`src/rtl/hazard_stall_ctrl.sv`:
```
// Load-use / branch hazard stall controller with counter-driven multi-cycle stalls.
// Optional macro HAZARD_PERF_CNT_EN adds saturating load/branch stall-cycle counters.
module hazard_stall_ctrl #(
  parameter int         REG_ADDR_W          = 5,
  parameter int         INSTR_W             = 32,
  parameter int         LOAD_STALL_CYCLES   = 1,
  parameter int         BRANCH_STALL_CYCLES = 2,
  parameter logic [5:0] OPC_BEQ             = 6'b000100,
  parameter logic [5:0] OPC_BNE             = 6'b000101
) (
  input  logic                  clk,
  input  logic                  reset_n,
  input  logic                  id_ex_mem_read,
  input  logic [REG_ADDR_W-1:0] id_ex_rt,
  input  logic [INSTR_W-1:0]    if_id_instr,
  input  logic                  flush,
  output logic                  hold_pc,
  output logic                  hold_if_id,
  output logic                  bubble_sel,
  output logic [1:0]            stall_type,
`ifdef HAZARD_PERF_CNT_EN
  output logic [31:0]           load_stall_cnt,
  output logic [31:0]           branch_stall_cnt,
`endif
  output logic [1:0]            dbg_state
);

  typedef enum logic [1:0] {
    ST_IDLE   = 2'b00,
    ST_LOAD   = 2'b01,
    ST_BRANCH = 2'b10
  } state_e;

  localparam logic [2:0] LOAD_INIT   = 3'(LOAD_STALL_CYCLES - 1);
  localparam logic [2:0] BRANCH_INIT = 3'(BRANCH_STALL_CYCLES - 1);
  localparam int         RS_HI       = INSTR_W - 7;
  localparam int         RT_HI       = RS_HI - REG_ADDR_W;

  state_e                state_q;
  logic [2:0]            cnt_q;
  logic                  br_sup_q;

  logic [5:0]            opcode;
  logic [REG_ADDR_W-1:0] rs;
  logic [REG_ADDR_W-1:0] rt;
  logic                  ld_haz;
  logic                  br_haz;
  logic [1:0]            stall_type_d;
  logic                  unused_instr_bits;

  assign opcode = if_id_instr[INSTR_W-1 -: 6];
  assign rs     = if_id_instr[RS_HI -: REG_ADDR_W];
  assign rt     = if_id_instr[RT_HI -: REG_ADDR_W];
  assign unused_instr_bits = ^if_id_instr[RT_HI-REG_ADDR_W:0];

  // Register 0 is hardwired, so a load targeting it can never feed a consumer.
  assign ld_haz = id_ex_mem_read && (id_ex_rt != '0) &&
                  ((id_ex_rt == rs) || (id_ex_rt == rt));
  assign br_haz = ((opcode == OPC_BEQ) || (opcode == OPC_BNE)) && !br_sup_q;

  // In IDLE the stall type comes straight from the decode; inside a stall the state owns it.
  always_comb begin
    stall_type_d = 2'b00;
    if (flush) begin
      stall_type_d = 2'b00;
    end else begin
      case (state_q)
        ST_LOAD:   stall_type_d = 2'b01;
        ST_BRANCH: stall_type_d = 2'b10;
        default: begin
          if (ld_haz)      stall_type_d = 2'b01;
          else if (br_haz) stall_type_d = 2'b10;
        end
      endcase
    end
  end

  assign stall_type = stall_type_d;
  assign hold_pc    = (stall_type_d != 2'b00);
  assign hold_if_id = (stall_type_d != 2'b00);
  assign bubble_sel = (stall_type_d != 2'b00);
  assign dbg_state  = state_q;

  always_ff @(posedge clk) begin
    if (!reset_n || flush) begin
      state_q  <= ST_IDLE;
      cnt_q    <= 3'd0;
      br_sup_q <= 1'b0;
    end else begin
      case (state_q)
        ST_IDLE: begin
          if (ld_haz) begin
            if (LOAD_STALL_CYCLES > 1) begin
              state_q <= ST_LOAD;
              cnt_q   <= LOAD_INIT;
            end
          end else if (br_haz) begin
            if (BRANCH_STALL_CYCLES > 1) begin
              state_q <= ST_BRANCH;
              cnt_q   <= BRANCH_INIT;
            end else begin
              br_sup_q <= 1'b1;
            end
          end else begin
            // No hold this cycle: IF/ID advances, so the suppressed branch has left.
            br_sup_q <= 1'b0;
          end
        end
        ST_LOAD: begin
          cnt_q <= cnt_q - 3'd1;
          if (cnt_q == 3'd1) state_q <= ST_IDLE;
        end
        ST_BRANCH: begin
          cnt_q <= cnt_q - 3'd1;
          if (cnt_q == 3'd1) begin
            state_q  <= ST_IDLE;
            br_sup_q <= 1'b1;
          end
        end
        default: begin
          state_q <= ST_IDLE;
          cnt_q   <= 3'd0;
        end
      endcase
    end
  end

`ifdef HAZARD_PERF_CNT_EN
  always_ff @(posedge clk) begin
    if (!reset_n) begin
      load_stall_cnt   <= 32'd0;
      branch_stall_cnt <= 32'd0;
    end else begin
      if ((stall_type_d == 2'b01) && (load_stall_cnt != 32'hFFFF_FFFF))
        load_stall_cnt <= load_stall_cnt + 32'd1;
      if ((stall_type_d == 2'b10) && (branch_stall_cnt != 32'hFFFF_FFFF))
        branch_stall_cnt <= branch_stall_cnt + 32'd1;
    end
  end
`endif

endmodule

```
`config.mk`:
```
export PLATFORM = sky130hd
export DESIGN_NAME = hazard_stall_ctrl
export DESIGN_NICKNAME = d
export VERILOG_FILES = /design/src/rtl/hazard_stall_ctrl.sv
export SDC_FILE = /design/constraint.sdc
export NUM_CORES = 1
export LEC_CHECK = 0
export BUFFER_PORTS_ARGS = -buffer_cell sky130_fd_sc_hd__buf_4
export CORE_UTILIZATION = 36
export CTS_BUF_LIST = sky130_fd_sc_hd__clkbuf_4 sky130_fd_sc_hd__clkbuf_8 sky130_fd_sc_hd__clkbuf_16
export DETAILED_ROUTE_END_ITERATION = 8
export PLACE_DENSITY_LB_ADDON = 0.3
export SYNTH_ARGS = -nofsm -noshare
export SYNTH_HDL_FRONTEND = slang
export SYNTH_SLANG_ARGS = --single-unit
```
`constraint.sdc`:
```
create_clock -name clk -period 1.51 [get_ports clk]
set_input_delay 0.302 -clock clk [delete_from_list [all_inputs] [get_ports clk]]
set_output_delay 0.302 -clock clk [all_outputs]
set_load 0.05 [all_outputs]
```
==> reports/qor.yml <==
drv_slew: 0
cts_buffers: 3
gp_congestion: 0.8377
seq_area_frac_synth_pct: 18.96
final_nets: 147
maxCapViolCount: 0
yosys_register_bits: 5
fp.dieArea_um2: 1624
regArea_um2: 105.1
num_vias: 598
fin_ws_ns: -0.1370
io_buffer_count: 29
first_pass_iters: 4
grt_antenna_before_repair: 0
fin_setup_tns_ns: -0.6399
fillers: 108
rows: 13
crit_path_end_kind: "output port"
postCtsHoldBufs: 0
rsz0062_at_grt: "true"
p_leak_uw: 0.0004482
clk_latency_ns: 0.25
die_y_um: 40.30
drc: 0
crit_required_ns: 1.21
violations: "negative setup slack"
ant_nets: 0
drtIter0Drc: 7
clkTransAtPathRegs_ns: 0.05
hold_path.class: "input pin to flop"
coreArea_um2: 1334
grt_pass1_wl_um: 2083
totalPowerFinal_uw: 503.5
crit_type: "flop to output port"
grt_max_degree: 9
drive_above_1_share_pct: 59.22
final_hold_viol_count: 0
cts.path.max_buffers: 2
period_share_pct: 109.1
start_kind: "flop"
grt-ovfl-total: 0
p_per_area_nw_per_um2: 526.1
finalSetupViolCount: 5
h-tree-depth: 1
status: "complete, but fails checks"
multi_input_area_um2: 457.9
area_growth_pct: 81.28
worstPathArrival_ns: 1.34
netlist_area_um2: 528.0
first_global_vias: 506
cts_tree: "built"
fmaxAchievable_ghz: 0.6072
grt_usage_pct: 19.98
wl_per_cell_um: 12.07
syn-num-nets: 105
fin_worst_skew_ns: 0.0007286
antennaDiodeCount: 0
clock_sinks: 5
post_drt_via_cell_ratio: 5.068
critPathMaxFanout: 7
syn_inst: 62
peakVddDrop_mv: 0.4553
finalCriticalPeriod_ns: 1.647
io_pins: 48
cts_root_buffer: "clkbuf_4"
start_util_pct: 39.59
ys_warn_count: 0
routed_wl_um: 1424
dp.final_hpwl_um: 1055
avgSynthCellArea_um2: 8.516
die_w_um: 40.30
yosys.cell_types.count: 26
## registers in the layout, summed over array words and instances, names as in the netlist
| register | count |
|---|---|
| br_sup_q | 1 |
| cnt_q | 3 |
| dbg_state | 1 |
## layout by cell type (no fill, tap or decap)
cell type  Yosys  final
inv_2          0      1
clkbuf_4       0      4
dfxtp_2        0      1
o21ai_0        1      1
a21o_1         1      1
a31oi_1        2      2
a211oi_1       1      1
and3_1         1      1
o21a_2         0      1
dfxtp_1        5      3
nor4b_4        1      1
xor2_1        11      8
dfxtp_4        0      1
nor3_2         2      2
nand2b_1       3      2
o22ai_4        0      1
a21oi_4        0      1
a21oi_2        2      1
inv_1          3      2
xor2_2         0      3
nor3b_1        1      1
nor3_4         0      1
buf_6          0      9
or3_1          1      1
o22ai_1        2      1
a22oi_4        1      1
nand2b_4       0      1
nor2_1         5      5
nor2b_1        2      2
ha_1           2      2
conb_1         1      1
nand3_1        3      3
buf_4          3     31
o21a_1         2      1
o41ai_2        1      1
nor3_1         3      2
o21ai_1        2      2
## per-layer routing
metal / wire length [um] / global-route usage, % / vias up
li1: - / - / 296
met1: 545 / 23.41 / 276
met2: 767 / 33.47 / 22
met3: 94 / 5.000 / 4
met4: 16 / 10.00 / 0
met5: 0 / 0 / -
## through the flow
step	instances	utilization [%]	cell area [um^2]	setup slack, ns	hold slack [ns]
3_3_place_gp	111	63.51	847.1	-0.1738	0.4682
4_1_cts	116	68.95	919.6	-0.1735	0.4891
2_1_floorplan	62	-	580.6	-0.2444	0.4531
6_report	118	71.76	957.2	-0.1370	0.4936
5_1_grt	118	71.76	957.2	-0.2079	0.5188
3_5_place_dp	111	63.51	847.1	-0.2013	0.4825
## repair_timing
item / 4_1_cts / 5_1_grt
setup buffers: 1 / 2
setup endpoints to repair: 5 / 5
pin swaps: 9 / 5
resized for setup: 9 / 5
## worst paths after layout
kind | start | endpoint | slack, ns | cells past startpoint
max reg2reg | cnt_q[0] | cnt_q[2] | 0.22 | 6
max | dbg_state[1] | bubble_sel | -0.14 | 5
min reg2reg | cnt_q[1] | cnt_q[1] | 0.50 | 2
min | flush | cnt_q[2] | 0.49 | 4
## layout make-up
type                    count  area share [%]
multi-input cells          51           47.84
inverters                   3           1.176
repair buffers             40           34.90
well taps                  15           1.961
flip-flops and latches      5           10.98
clock buffers               4           3.137
## worst max-delay path, cell delays in order (launching register included)
cell and delay (ns):
dfxtp_4 0.36, nand2b_4 0.14, a21oi_4 0.14, nand2b_1 0.10, o22ai_4 0.16, buf_6 0.19
## report_power, final
part | total [uW] | internal (uW) | switching [uW]
registers | 133 | 132 | 1.20
logic | 190 | 97.6 | 92.5
clock network | 181 | 118 | 62.2
## kinds of logic after synthesis
kind of cell	after synthesis	share of synthesized area (%)
xor+xnor	11	18.25
flops	5	18.96
other cells	1	0.7102
simple gates	22	27.25
compound gates	15	23.70
buf+inv	6	6.398
fa+ha+maj	2	4.739
## Yosys cell counts
library cell  number  share of area [%]
a211oi_1           1                1.4
a21o_1             1                1.4
a21oi_2            2                3.3
a22oi_4            1                4.0
a31oi_1            2                2.4
and3_1             1                1.2
buf_4              3                4.3
conb_1             1               0.71
dfxtp_1            5                 19
ha_1               2                4.7
inv_1              3                2.1
nand2b_1           3                3.6
nand3_1            3                2.8
nor2_1             5                3.6
nor2b_1            2                2.4
nor3_1             3                2.8
nor3_2             2                3.8
nor3b_1            1                1.4
nor4b_4            1                4.5
o21a_1             2                2.8
o21ai_0            1               0.95
o21ai_1            2                1.9
o22ai_1            2                2.4
o41ai_2            1                3.1
or3_1              1                1.2
xor2_1            11                 18
No activity file was read; power rests on OpenSTA's default activity.
